==> config.mk <==
export PLATFORM = sky130hd
export DESIGN_NAME = taus_urng_pair
export DESIGN_NICKNAME = d
export VERILOG_FILES = /design/src/rtl/taus_urng_pair.sv
export SDC_FILE = /design/constraint.sdc
export NUM_CORES = 1
export LEC_CHECK = 0
export CAP_MARGIN = 10
export CORE_MARGIN = 2
export CORE_UTILIZATION = 30
export CTS_CLUSTER_DIAMETER = 150
export DETAILED_ROUTE_END_ITERATION = 16
export GPL_TIMING_DRIVEN = 0
export SETUP_SLACK_MARGIN = 0.2
export SLEW_MARGIN = 20
export SYNTH_ARGS = -nofsm -noshare
export SYNTH_HDL_FRONTEND = slang
export SYNTH_SLANG_ARGS = --single-unit
==> constraint.sdc <==
create_clock -name clock -period 2.47 [get_ports clock]
set_input_delay 0.494 -clock clock [delete_from_list [all_inputs] [get_ports clock]]
set_output_delay 0.494 -clock clock [all_outputs]
set_load 0.1 [all_outputs]
==> src/rtl/taus_urng_pair.sv <==
// Paired Taus88 uniform random source: two three-component Tausworthe generators
// with seed legality correction, a warm-up discard phase and a valid/ready output stage.

module taus88_gen (
  input  logic        clock,
  input  logic        reset,
  input  logic        load,
  input  logic        advance,
  input  logic [31:0] seed_s0,
  input  logic [31:0] seed_s1,
  input  logic [31:0] seed_s2,
  output logic [31:0] next_word
);

  logic [31:0] s0;
  logic [31:0] s1;
  logic [31:0] s2;
  logic [31:0] n0;
  logic [31:0] n1;
  logic [31:0] n2;

  always_comb begin
    n0 = ((s0 & 32'hFFFF_FFFE) << 12) ^ (((s0 << 13) ^ s0) >> 19);
    n1 = ((s1 & 32'hFFFF_FFF8) << 4)  ^ (((s1 << 2)  ^ s1) >> 25);
    n2 = ((s2 & 32'hFFFF_FFF0) << 17) ^ (((s2 << 3)  ^ s2) >> 11);
    next_word = n0 ^ n1 ^ n2;
  end

  // Seeds below the per-component minimum would lock that component at zero.
  always_ff @(posedge clock) begin
    if (!reset) begin
      s0 <= '0;
      s1 <= '0;
      s2 <= '0;
    end else if (load) begin
      s0 <= (seed_s0 < 32'd2)  ? 32'd2  : seed_s0;
      s1 <= (seed_s1 < 32'd8)  ? 32'd8  : seed_s1;
      s2 <= (seed_s2 < 32'd16) ? 32'd16 : seed_s2;
    end else if (advance) begin
      s0 <= n0;
      s1 <= n1;
      s2 <= n2;
    end
  end

endmodule

// state    | meaning
// ---------+------------------------------------------------------------
// UNSEEDED | after reset; generators idle, no output
// WARMUP   | both generators step, results discarded, busy=1
// RUN      | output register refills whenever empty or being accepted
module taus_urng_pair #(
  parameter int unsigned WARMUP_CYCLES = 16,
  parameter int unsigned CNT_WIDTH     = 32
) (
  input  logic                 clock,
  input  logic                 reset,
  input  logic                 seed_load,
  input  logic [31:0]          seed1,
  input  logic [31:0]          seed2,
  input  logic [31:0]          seed3,
  input  logic [31:0]          seed4,
  input  logic [31:0]          seed5,
  input  logic [31:0]          seed6,
  input  logic                 out_ready,
  output logic                 out_valid,
  output logic [31:0]          urng_out1,
  output logic [31:0]          urng_out2,
  output logic                 busy,
  output logic [CNT_WIDTH-1:0] sample_count
);

  localparam int unsigned WW = (WARMUP_CYCLES < 2) ? 1 : $clog2(WARMUP_CYCLES);
  localparam logic [WW-1:0] WARM_LAST = WW'((WARMUP_CYCLES > 0) ? WARMUP_CYCLES - 1 : 0);

  typedef enum logic [1:0] {
    UNSEEDED,
    WARMUP,
    RUN
  } state_t;

  state_t        state;
  logic [WW-1:0] warm_cnt;
  logic          run_step;
  logic          advance;
  logic [31:0]   word_a;
  logic [31:0]   word_b;

  always_comb begin
    run_step = (state == RUN) && (!out_valid || out_ready);
    advance  = run_step || (state == WARMUP);
  end

  taus88_gen u_gen_a (
    .clock     (clock),
    .reset     (reset),
    .load      (seed_load),
    .advance   (advance),
    .seed_s0   (seed1),
    .seed_s1   (seed2),
    .seed_s2   (seed3),
    .next_word (word_a)
  );

  taus88_gen u_gen_b (
    .clock     (clock),
    .reset     (reset),
    .load      (seed_load),
    .advance   (advance),
    .seed_s0   (seed4),
    .seed_s1   (seed5),
    .seed_s2   (seed6),
    .next_word (word_b)
  );

  // A reseed drops any pending pair and wins over a same-cycle accept.
  always_ff @(posedge clock) begin
    if (!reset) begin
      state        <= UNSEEDED;
      warm_cnt     <= '0;
      out_valid    <= 1'b0;
      urng_out1    <= '0;
      urng_out2    <= '0;
      busy         <= 1'b0;
      sample_count <= '0;
    end else if (seed_load) begin
      out_valid    <= 1'b0;
      sample_count <= '0;
      warm_cnt     <= '0;
      if (WARMUP_CYCLES == 0) begin
        state <= RUN;
        busy  <= 1'b0;
      end else begin
        state <= WARMUP;
        busy  <= 1'b1;
      end
    end else begin
      case (state)
        UNSEEDED: begin
          out_valid <= 1'b0;
          busy      <= 1'b0;
        end
        WARMUP: begin
          if (warm_cnt == WARM_LAST) begin
            state <= RUN;
            busy  <= 1'b0;
          end else begin
            warm_cnt <= warm_cnt + WW'(1);
          end
        end
        RUN: begin
          if (out_valid && out_ready)
            sample_count <= sample_count + CNT_WIDTH'(1);
          if (run_step) begin
            urng_out1 <= word_a;
            urng_out2 <= word_b;
            out_valid <= 1'b1;
          end
        end
        default: begin
          state     <= UNSEEDED;
          out_valid <= 1'b0;
          busy      <= 1'b0;
        end
      endcase
    end
  end

endmodule
==> flow_metrics.tcl, run 1 <==
set metrics [dict create \
    cp-end-kind "primary output" \
    synth_edf_count 0 \
    ys_warn_count 0 \
    synth_seq_area_share_pct 40.4 \
    core_area_mm2 0.0455 \
    syn_area_mm2 0.0139 \
    dr.pass1.iters 7 \
    leakagePower_nw 6.66 \
    setup_ws_ns 0.230 \
    numCtsBuffers 34 \
    skew_ns 0.0245 \
    cp.arrival_ns 1.75 \
    cts.sink_count 280 \
    rows 78 \
    fin_util_pct 40.6 \
    cp_max_fo 2 \
    drive_gt1_share_pct 8.56 \
    nFillCells 4656 \
    fmax_mhz 446 \
    grt_pass1_vias 13200 \
    track_usage_pct 23.5 \
    finalWorstPathRequiredPeriod_ns 2.24 \
    critPathRequiredTime_ns 1.98 \
    tightestPinTransition_ns 1.09 \
    synthArstFlopShare_pct 0 \
    antenna_found_initial 1 \
    drv_slew 0 \
    wl_met2_mm 26.0 \
    overflow 0 \
    io_pins 294 \
    grt_pass1_wl_mm 84.1 \
    timing.final.crit_share_pct 90.7 \
    slowest_stage "clkdlybuf4s15_1" \
    rsz0062_at_grt "false" \
    pre_cts_ws_ns -0.522 \
    crit_chain "clkdlybuf4s15_1" \
    grt_max_degree 13 \
    start_util_pct 30.5 \
    post-route-drc-count 0 \
    crit_buf_inv 1 \
    synthCells 1604 \
    ant_nets 0 \
    drt-initial-drc-count 1478 \
    die_w_um 219 \
    p_per_area_mw_per_mm2 695 \
    antennaDiodeCount 0 \
    irDropWorstVdd_v 0.000410 \
    wl_met3_mm 4.60 \
    status "completed" \
    path_clk_slew_ns 0.06 \
    start_kind "flop" \
    slew_headroom_pct 27.9 \
    synth_largest_area_cell "dfxtp_1" \
    setup_viol 0 \
    cap_violations 0 \
    die_y_um 219 \
    die-area_mm2 0.0480 \
    via_per_inst 5.35 \
    synth.distinct_cells 42 \
    place_congestion 0.953 \
    dp_hpwl_mm 45.7 \
    synth_top_area_share_pct 40.4 \
    wl_per_cell_um 22.8 \
    hold_viol 0 \
    synth_area_leaders "dfxtp_1 40%, xnor2_1 12%, mux2i_1 8.2%" \
    synthFlopType "dfxtp_1" \
    worstSetupPathType "flop to primary output" \
    yosys_register_bits 280 \
    cpPeakStageDelay_ns 0.84 \
    cts_hold_buf 0 \
    met1Wirelength_mm 25.1 \
    htree_num_levels 2 \
    crit_family "buffers and inverters" \
    max-clock-path-buffers 3 \
    drt_wl_total_mm 57.9 \
    clk_latency_ns 0.53 \
    avgSynthCellArea_um2 8.65 \
    cts_tree "built" \
    syn_to_final_growth_pct 33.2 \
    io_buffers 276 \
    hp-class "primary input to flop" \
    nets 2115 \
    cts_root_buffer "clkbuf_16" \
    routed.top_layer "met5" \
    vias 13600 \
    synth_nets 1802 \
]
[synthesized netlist by cell type, types with 24 or more instances]
cell,count
nand2_1,168
nand3_1,24
a21oi_1,109
mux2i_1,113
clkbuf_1,99
o211ai_1,61
nor4_1,43
xor2_1,30
dfxtp_1,280
xnor2_1,191
a211oi_1,140
o21ai_0,26
nor2_1,164
[worst paths after layout]
kind / from / to / slack, ns / depth (start not counted)
worst min register to register: urng_out1[26] / urng_out1[26] / 0.45 / 2
worst max register to register: state[0] / u_gen_a.s2[15] / 0.36 / 7
worst min-delay path: reset / urng_out1[7] / 0.43 / 3
worst max-delay path: urng_out1[11] / urng_out1[11] / 0.23 / 1
[cell families after synthesis]
group / Yosys count / synth area share (%)
fa+ha+maj: 2 / 0.180
simple gates: 492 / 16.4
xor+xnor: 221 / 13.9
compound gates: 357 / 17.0
flops: 280 / 40.4
mux: 113 / 8.15
buf+inv: 139 / 4.01
[area by class of cell]
| class | count | area [µm²] | share of cell area [%] |
|---|---|---|---|
| inverters | 7 | 26.3 | 0.142 |
| repair buffers | 277 | 2650 | 14.3 |
| clock buffers | 51 | 1020 | 5.50 |
| multi-input cells | 1185 | 7720 | 41.8 |
| flip-flops and latches | 280 | 5630 | 30.5 |
| clock inverters | 8 | 119 | 0.643 |
| well taps | 600 | 751 | 4.06 |
| plain buffers | 132 | 568 | 3.07 |
[flip-flops by register name (all words and copies together), names as in the netlist]
signal,count
busy,1
out_valid,1
sample_count,32
state,2
u_gen_a.s0,31
u_gen_a.s1,29
u_gen_a.s2,28
u_gen_b.s0,31
u_gen_b.s1,29
u_gen_b.s2,28
urng_out1,32
urng_out2,32
warm_cnt,4
[cells in the final DEF (no fill, tap or decap), types with 7 or more instances in the layout]
master           synthesis  layout
o21ai_0                 26      26
clkbuf_1                99      91
xnor2_1                191     191
clkdlybuf4s15_1          0      27
xor2_1                  30      30
nor3_1                  13      13
nor2_1                 164     164
clkbuf_8                 0       8
nand4_1                 19      19
clkbuf_16                0      35
a21oi_1                109     109
buf_2                   22      21
mux2i_1                113     113
or3_1                    7       7
o31ai_1                 14      13
clkdlybuf4s15_2          0      24
clkbuf_2                 0      43
clkdlybuf4s50_1          0     178
nand2_1                168     167
o211ai_1                61      61
or4_1                   14      14
nor4_1                  43      43
dfxtp_2                  0      15
a211oi_1               140     140
dlygate4sd2_1            0      23
dfxtp_1                280     263
nand3_1                 24      24
nand2b_1                18      18
[metrics by stage]
stage / cell area [µm²] / setup TNS, ns / instances / hold WS (ns) / power [mW]
floorplan: 13900 / 0 / 1604 / 0.456 / 6.63
global placement: 17400 / -88.12 / 2480 / 0.441 / 7.70
detailed placement: 17400 / -76.47 / 2480 / 0.448 / 7.72
CTS: 18500 / 0 / 2539 / 0.414 / 12.9
global route: 18500 / 0 / 2540 / 0.471 / 13.3
finish: 18500 / 0 / 2540 / 0.435 / 12.9
[where the power goes]
part           switching (mW)  total, mW  internal [mW]  leakage, nW
Combinational            1.42       2.57           1.14         3.79
Sequential              0.345       5.13           4.78         2.31
Clock                    2.01       5.16           3.15        0.561
Total                    3.78       12.9           9.07         6.66
[routing by layer]
metal  GRT usage (%)  vias up
li1                -     6333
met1            31.6     6558
met2            37.0      568
met3            4.56      119
met4            9.30        2
met5               0        -
[repair_timing]
action | CTS | global route
setup endpoints to repair | 260 | 231
pin swaps | 1 | 1
setup buffers | 0 | 1
resized for setup | 179 | 79
Power figures use the tool's default switching activity.
==> inputs of run 2 (changes only) <==
CAP_MARGIN = 20   (was 10)
DONT_BUFFER_PORTS = 1   (was not set)
==> run 2 against run 1 <==
Register-to-register slack worse by 0.08 ns; critical endpoint is now sample_count[28]; critical path depth is 5 higher; global-route usage is 0.65 points lower; routed wire length is 1.7% lower; total power is 8.1% lower; die area stayed put; sequential power hardly changed.
==> flow_metrics.tcl, run 2 (synthesis gave the netlist of run 1 again) <==
set metrics [dict create \
    worstSetupPathType "flop to flop" \
    clk_latency_ns 0.57 \
    via_per_inst 5.59 \
    fmax_mhz 456 \
    hp-class "primary input to flop" \
    cts_root_buffer "clkbuf_16" \
    drt-initial-drc-count 1022 \
    wl_per_cell_um 25.2 \
    dp_hpwl_mm 45.1 \
    antenna_found_initial 2 \
    mostFrequentLayoutCells "252 x dfxtp_1, 191 x xnor2_1, 168 x nand2_1" \
    syn_to_final_growth_pct 13.4 \
    rows 78 \
    final_common_cell "dfxtp_1" \
    io_buffers 0 \
    finalWorstPathRequiredPeriod_ns 2.19 \
    tightestPinTransition_ns 1.11 \
    grt_pass1_wl_mm 80.9 \
    skew_ns 0.00837 \
    core_area_mm2 0.0455 \
    start_util_pct 30.5 \
    setup_viol 0 \
    htree_num_levels 1 \
    overflow 0 \
    track_usage_pct 22.9 \
    timing.final.crit_share_pct 88.8 \
    cp.arrival_ns 2.69 \
    critPathRequiredTime_ns 2.97 \
    p_per_area_mw_per_mm2 750 \
    start_kind "flop" \
    path_clk_slew_ns 0.06 \
    place_congestion 0.949 \
    fin_total_pwr_mw 11.8 \
    vias 12700 \
    cp-end-kind "flop" \
    leakagePower_nw 5.34 \
    die-area_mm2 0.0480 \
    status "completed" \
    hold_viol 0 \
    slew_headroom_pct 25.7 \
    die_y_um 219 \
    crit_chain "ha_4, nand3_2, or3_4, buf_6, or4_1, a21oi_1" \
    slowest_stage "dfxtp_4" \
    drv_slew 0 \
    antennaDiodeCount 0 \
    cpPeakStageDelay_ns 0.59 \
    ant_nets 0 \
    nets 1836 \
    drive_gt1_share_pct 7.04 \
    final_cells 2261 \
    numCtsBuffers 31 \
    max-clock-path-buffers 3 \
    grt_pass1_vias 12100 \
    hold_depth 2 \
    dr.pass1.iters 5 \
    rsz0062_at_grt "false" \
    dp_cells 2204 \
    top_regs "sample_count x32, urng_out1 x32, urng_out2 x32" \
    reg2reg_depth 6 \
    irDropWorstVdd_v 0.000442 \
    grt_max_degree 15 \
    die_w_um 219 \
    post-route-drc-count 0 \
    cts.sink_count 280 \
    io_pins 294 \
    tns_ns 0 \
    cp_max_fo 10 \
    cts_tree "built" \
    drt_wl_total_mm 56.9 \
    cap_violations 0 \
]
## run 2: cell types whose count changed in the layout (fill, tap and decap cells not counted), moves of 11 or more
cell,previous run,this run
clkdlybuf4s50_1,178,0
clkbuf_2,43,15
clkdlybuf4s15_2,24,0
dfxtp_4,2,23
dlygate4sd2_1,23,0
dfxtp_1,263,252
clkdlybuf4s15_1,27,0
## run 2: power breakdown
part / leakage [nW] / internal (mW) / switching, mW
sequential: 2.32 / 4.76 / 0.348
combinational: 2.56 / 0.893 / 1.28
clock: 0.462 / 2.57 / 1.96
total: 5.34 / 8.22 / 3.59
## run 2: metal layers
layer | wire length (µm) | track usage [%] | vias up
met5 | 29 | 0 | -
met4 | 2480 | 8.58 | 4
met3 | 6780 | 8.18 | 137
met2 | 25200 | 36.0 | 648
met1 | 22400 | 28.6 | 6104
li1 | - | - | 5757
## run 2: timing repair
action,4_1_cts,5_1_grt
setup buffers,0,1
pin swaps,0,1
resized for setup,35,35
hold buffers,0,0
hold endpoints to repair,0,0
setup endpoints to repair,226,219
## run 2: through the flow
step | setup WS (ns) | utilization (%) | hold WS, ns | area (µm²)
3_5_place_dp | -0.181 | 32.2 | 0.481 | 14700
2_1_floorplan | 0.211 | - | 0.456 | 13900
5_1_grt | 0.193 | 34.6 | 0.137 | 15700
4_1_cts | 0.202 | 34.5 | 0.100 | 15700
3_3_place_gp | -0.412 | 32.2 | 0.480 | 14700
6_report | 0.276 | 34.6 | 0.122 | 15700
## run 2: cell type report
type / count / area [µm²]
fillers: 4732 / 29700
multi-input cells: 1185 / 7740
flip-flops and latches: 280 / 5700
clock buffers: 51 / 901
well taps: 600 / 751
plain buffers: 132 / 558
clock inverters: 5 / 52.6
inverters: 7 / 26.3
repair buffers: 1 / 7.51
## run 2: critical path, delay by kind of cell, from the launching register on
family,cells,cell delay (ns)
simple gates,3,1.01
flops,1,0.59
fa+ha+maj,1,0.22
buf+inv,1,0.15
compound gates,1,0.15
## run 2: worst paths after layout
kind | slack [ns] | endpoint | startpoint
worst max-delay path | 0.28 | sample_count[28] | sample_count[0]
worst min-delay path | 0.12 | u_gen_a.s2[4] | seed3[4]
worst max register to register | 0.28 | sample_count[28] | sample_count[0]
worst min register to register | 0.49 | u_gen_a.s1[5] | u_gen_a.s1[5]
==> inputs of run 3 (changes only) <==
--- a/config.mk
+++ b/config.mk
@@ -13,5 +13,5 @@
 export DONT_BUFFER_PORTS = 1
 export GPL_TIMING_DRIVEN = 0
-export SETUP_SLACK_MARGIN = 0.2
+export RECOVER_POWER = 50
 export SLEW_MARGIN = 20
 export SYNTH_ARGS = -nofsm -noshare
==> constraint.sdc (replaced) <==
create_clock -name clock -period 2.47 [get_ports clock]
set_input_delay 0.494 -clock clock [delete_from_list [all_inputs] [get_ports clock]]
set_output_delay 0.494 -clock clock [all_outputs]
set_load 0.05 [all_outputs]
==> run 3 against run 2 <==
Flip-flop and latch count stayed put; sequential power hardly changed; core utilization is 0.14 points higher; final cell count is 0.18% higher; fmax is 6.1% lower; design area is 0.41% higher; critical endpoint is now u_gen_a.s2[31]; largest cell class unchanged; largest power group is now clock.
==> flow_metrics.tcl, run 3 (synthesis gave the netlist of run 1 again) <==
set metrics [dict create \
    setup_ws_ns 0.133 \
    tightestPinTransition_ns 1.20 \
    overflow 0 \
    leakagePower_nw 5.39 \
    pre_cts_ws_ns -0.256 \
    crit_chain "nor2b_1, o211ai_1, clkbuf_2, clkbuf_1, a211oi_1" \
    cts_root_buffer "clkbuf_16" \
    drive_gt1_share_pct 5.89 \
    wl_per_cell_um 25.2 \
    power_frac_clock_pct 41.4 \
    core_area_mm2 0.0455 \
    critPathRequiredTime_ns 2.92 \
    cts.sink_count 280 \
    cap_violations 0 \
    crit_start "out_valid" \
    nFillCells 4776 \
    reg2reg_from "out_valid" \
    path_clk_slew_ns 0.06 \
    drt-initial-drc-count 1036 \
    r2r-end "u_gen_a.s2[31]" \
    top_regs "sample_count x32, urng_out1 x32, urng_out2 x32" \
    rsz0062_at_grt "false" \
    slowest_stage "dfxtp_2" \
    post-route-drc-count 0 \
    worstSetupPathType "flop to flop" \
    reg2reg_slack_ns 0.13 \
    htree_num_levels 2 \
    ant_nets 0 \
    p_per_area_mw_per_mm2 787 \
    hold_start "seed4[9]" \
    die_y_um 219 \
    rows 78 \
    via_per_inst 5.54 \
    fin_hold_ws_ns 0.177 \
    setup_viol 0 \
    hold_viol 0 \
    tns_ns 0 \
    drt_wl_total_mm 57.2 \
    drv_slew 0 \
    io_pins 294 \
    place_congestion 0.966 \
    grt_pass1_wl_mm 82.1 \
    slew_headroom_pct 19.7 \
    max-clock-path-buffers 3 \
    p_sw_share_pct 29.7 \
    cp.arrival_ns 2.79 \
    start_util_pct 30.5 \
    numCtsBuffers 34 \
    die_w_um 219 \
    nets 1839 \
    final_area_mm2 0.0158 \
    mostFrequentLayoutCells "265 x dfxtp_1, 191 x xnor2_1, 168 x nand2_1" \
    skew_ns 0.0264 \
    track_usage_pct 23.3 \
    cts_tree "built" \
    p_int_mw 8.74 \
    clk_latency_ns 0.54 \
    io_buffers 0 \
    grt_max_degree 14 \
    syn_to_final_growth_pct 13.8 \
    grt_pass1_vias 12300 \
    placed_cell_area_mm2 0.0146 \
    fmax_mhz 428 \
    pwr-share-comb_pct 17.4 \
    cts_hold_buf 0 \
    hp-class "primary input to flop" \
    irDropWorstVdd_v 0.000417 \
    dp_hpwl_mm 45.3 \
    seq_power_share_pct 41.2 \
    die-area_mm2 0.0480 \
    status "completed" \
    antenna_found_initial 2 \
    p_sw_mw 3.69 \
    cp_max_fo 10 \
    hold_end "u_gen_b.s0[9]" \
    timing.final.crit_share_pct 94.6 \
    start_kind "flop" \
    reg2reg_depth 5 \
    cp-end-kind "flop" \
    finalWorstPathRequiredPeriod_ns 2.34 \
    dr.pass1.iters 5 \
    hold_depth 2 \
    vias 12500 \
    final_common_cell "dfxtp_1" \
    cpPeakStageDelay_ns 0.55 \
]
-- run 3: cell types whose count changed in the layout (fill, tap and decap cells not counted), sizes merged --
cell,before,now
buf,37,27
clkbuf,147,153
clkinv,4,10
bufinv,1,2
clkinvlp,1,0
diode,0,1
inv,6,7
-- run 3: area by class of cell --
| class | instances | area [µm²] | area share [%] |
|---|---|---|---|
| Clock buffer | 47 | 1010 | 6.40 |
| Buffer | 132 | 534 | 3.38 |
| Multi-Input combinational cell | 1185 | 7710 | 48.8 |
| Timing Repair Buffer | 1 | 7.51 | 0.0475 |
| Antenna cell | 1 | 2.50 | 0.0158 |
| Clock inverter | 12 | 121 | 0.768 |
| Sequential cell | 280 | 5630 | 35.6 |
| Inverter | 7 | 26.3 | 0.166 |
| Tap cell | 600 | 751 | 4.75 |
-- run 3: timing repair --
item,in CTS,in global routing
hold endpoints to repair,0,0
buffers inserted,0,1
resized for setup,9,12
pin swaps,0,1
endpoints found under the setup margin,114,65
-- run 3: stage by stage --
step           power, mW  instances  utilization [%]
3_5_place_dp        7.33       2204             32.2
5_1_grt             12.8       2264             34.7
6_report            12.4       2265             34.7
2_1_floorplan       6.63       1604                -
3_3_place_gp        7.30       2204             32.2
4_1_cts             12.5       2263             34.7
-- run 3: worst max path at each step --
| stage | cells after the start | slack [ns] | to |
|---|---|---|---|
| after floorplan | 6 | 0.16 | sample_count[30] |
| after global placement | 5 | -0.34 | sample_count[27] |
| after detailed placement | 5 | -0.26 | u_gen_a.s2[31] |
| after CTS | 6 | 0.003 | sample_count[25] |
| after global routing | 5 | 0.02 | u_gen_a.s2[30] |
| final | 5 | 0.13 | u_gen_a.s2[31] |
-- run 3: layer usage --
layer	share of wire (%)	GRT usage, %
met2	45	36.9
met4	3.8	9.19
met5	0.030	0
met1	41	28.7
met3	11	8.33
-- run 3: power by group through the flow --
stage | combinational (mW) | sequential (mW) | clock (mW)
2_1_floorplan | 1.55 | 5.08 | 0
4_1_cts | 2.13 | 5.12 | 5.21
5_1_grt | 2.32 | 5.14 | 5.37
3_5_place_dp | 2.11 | 5.21 | 0
3_3_place_gp | 2.09 | 5.21 | 0
6_report | 2.17 | 5.12 | 5.14
-- run 3: critical path, delay by kind of cell (launching register included) --
kind | cells | cell delay [ns]
flip-flops | 1 | 0.55
buffers and inverters | 2 | 0.74
AND/OR/NAND/NOR | 1 | 0.41
AO/OA/AOI/OAI | 2 | 0.55
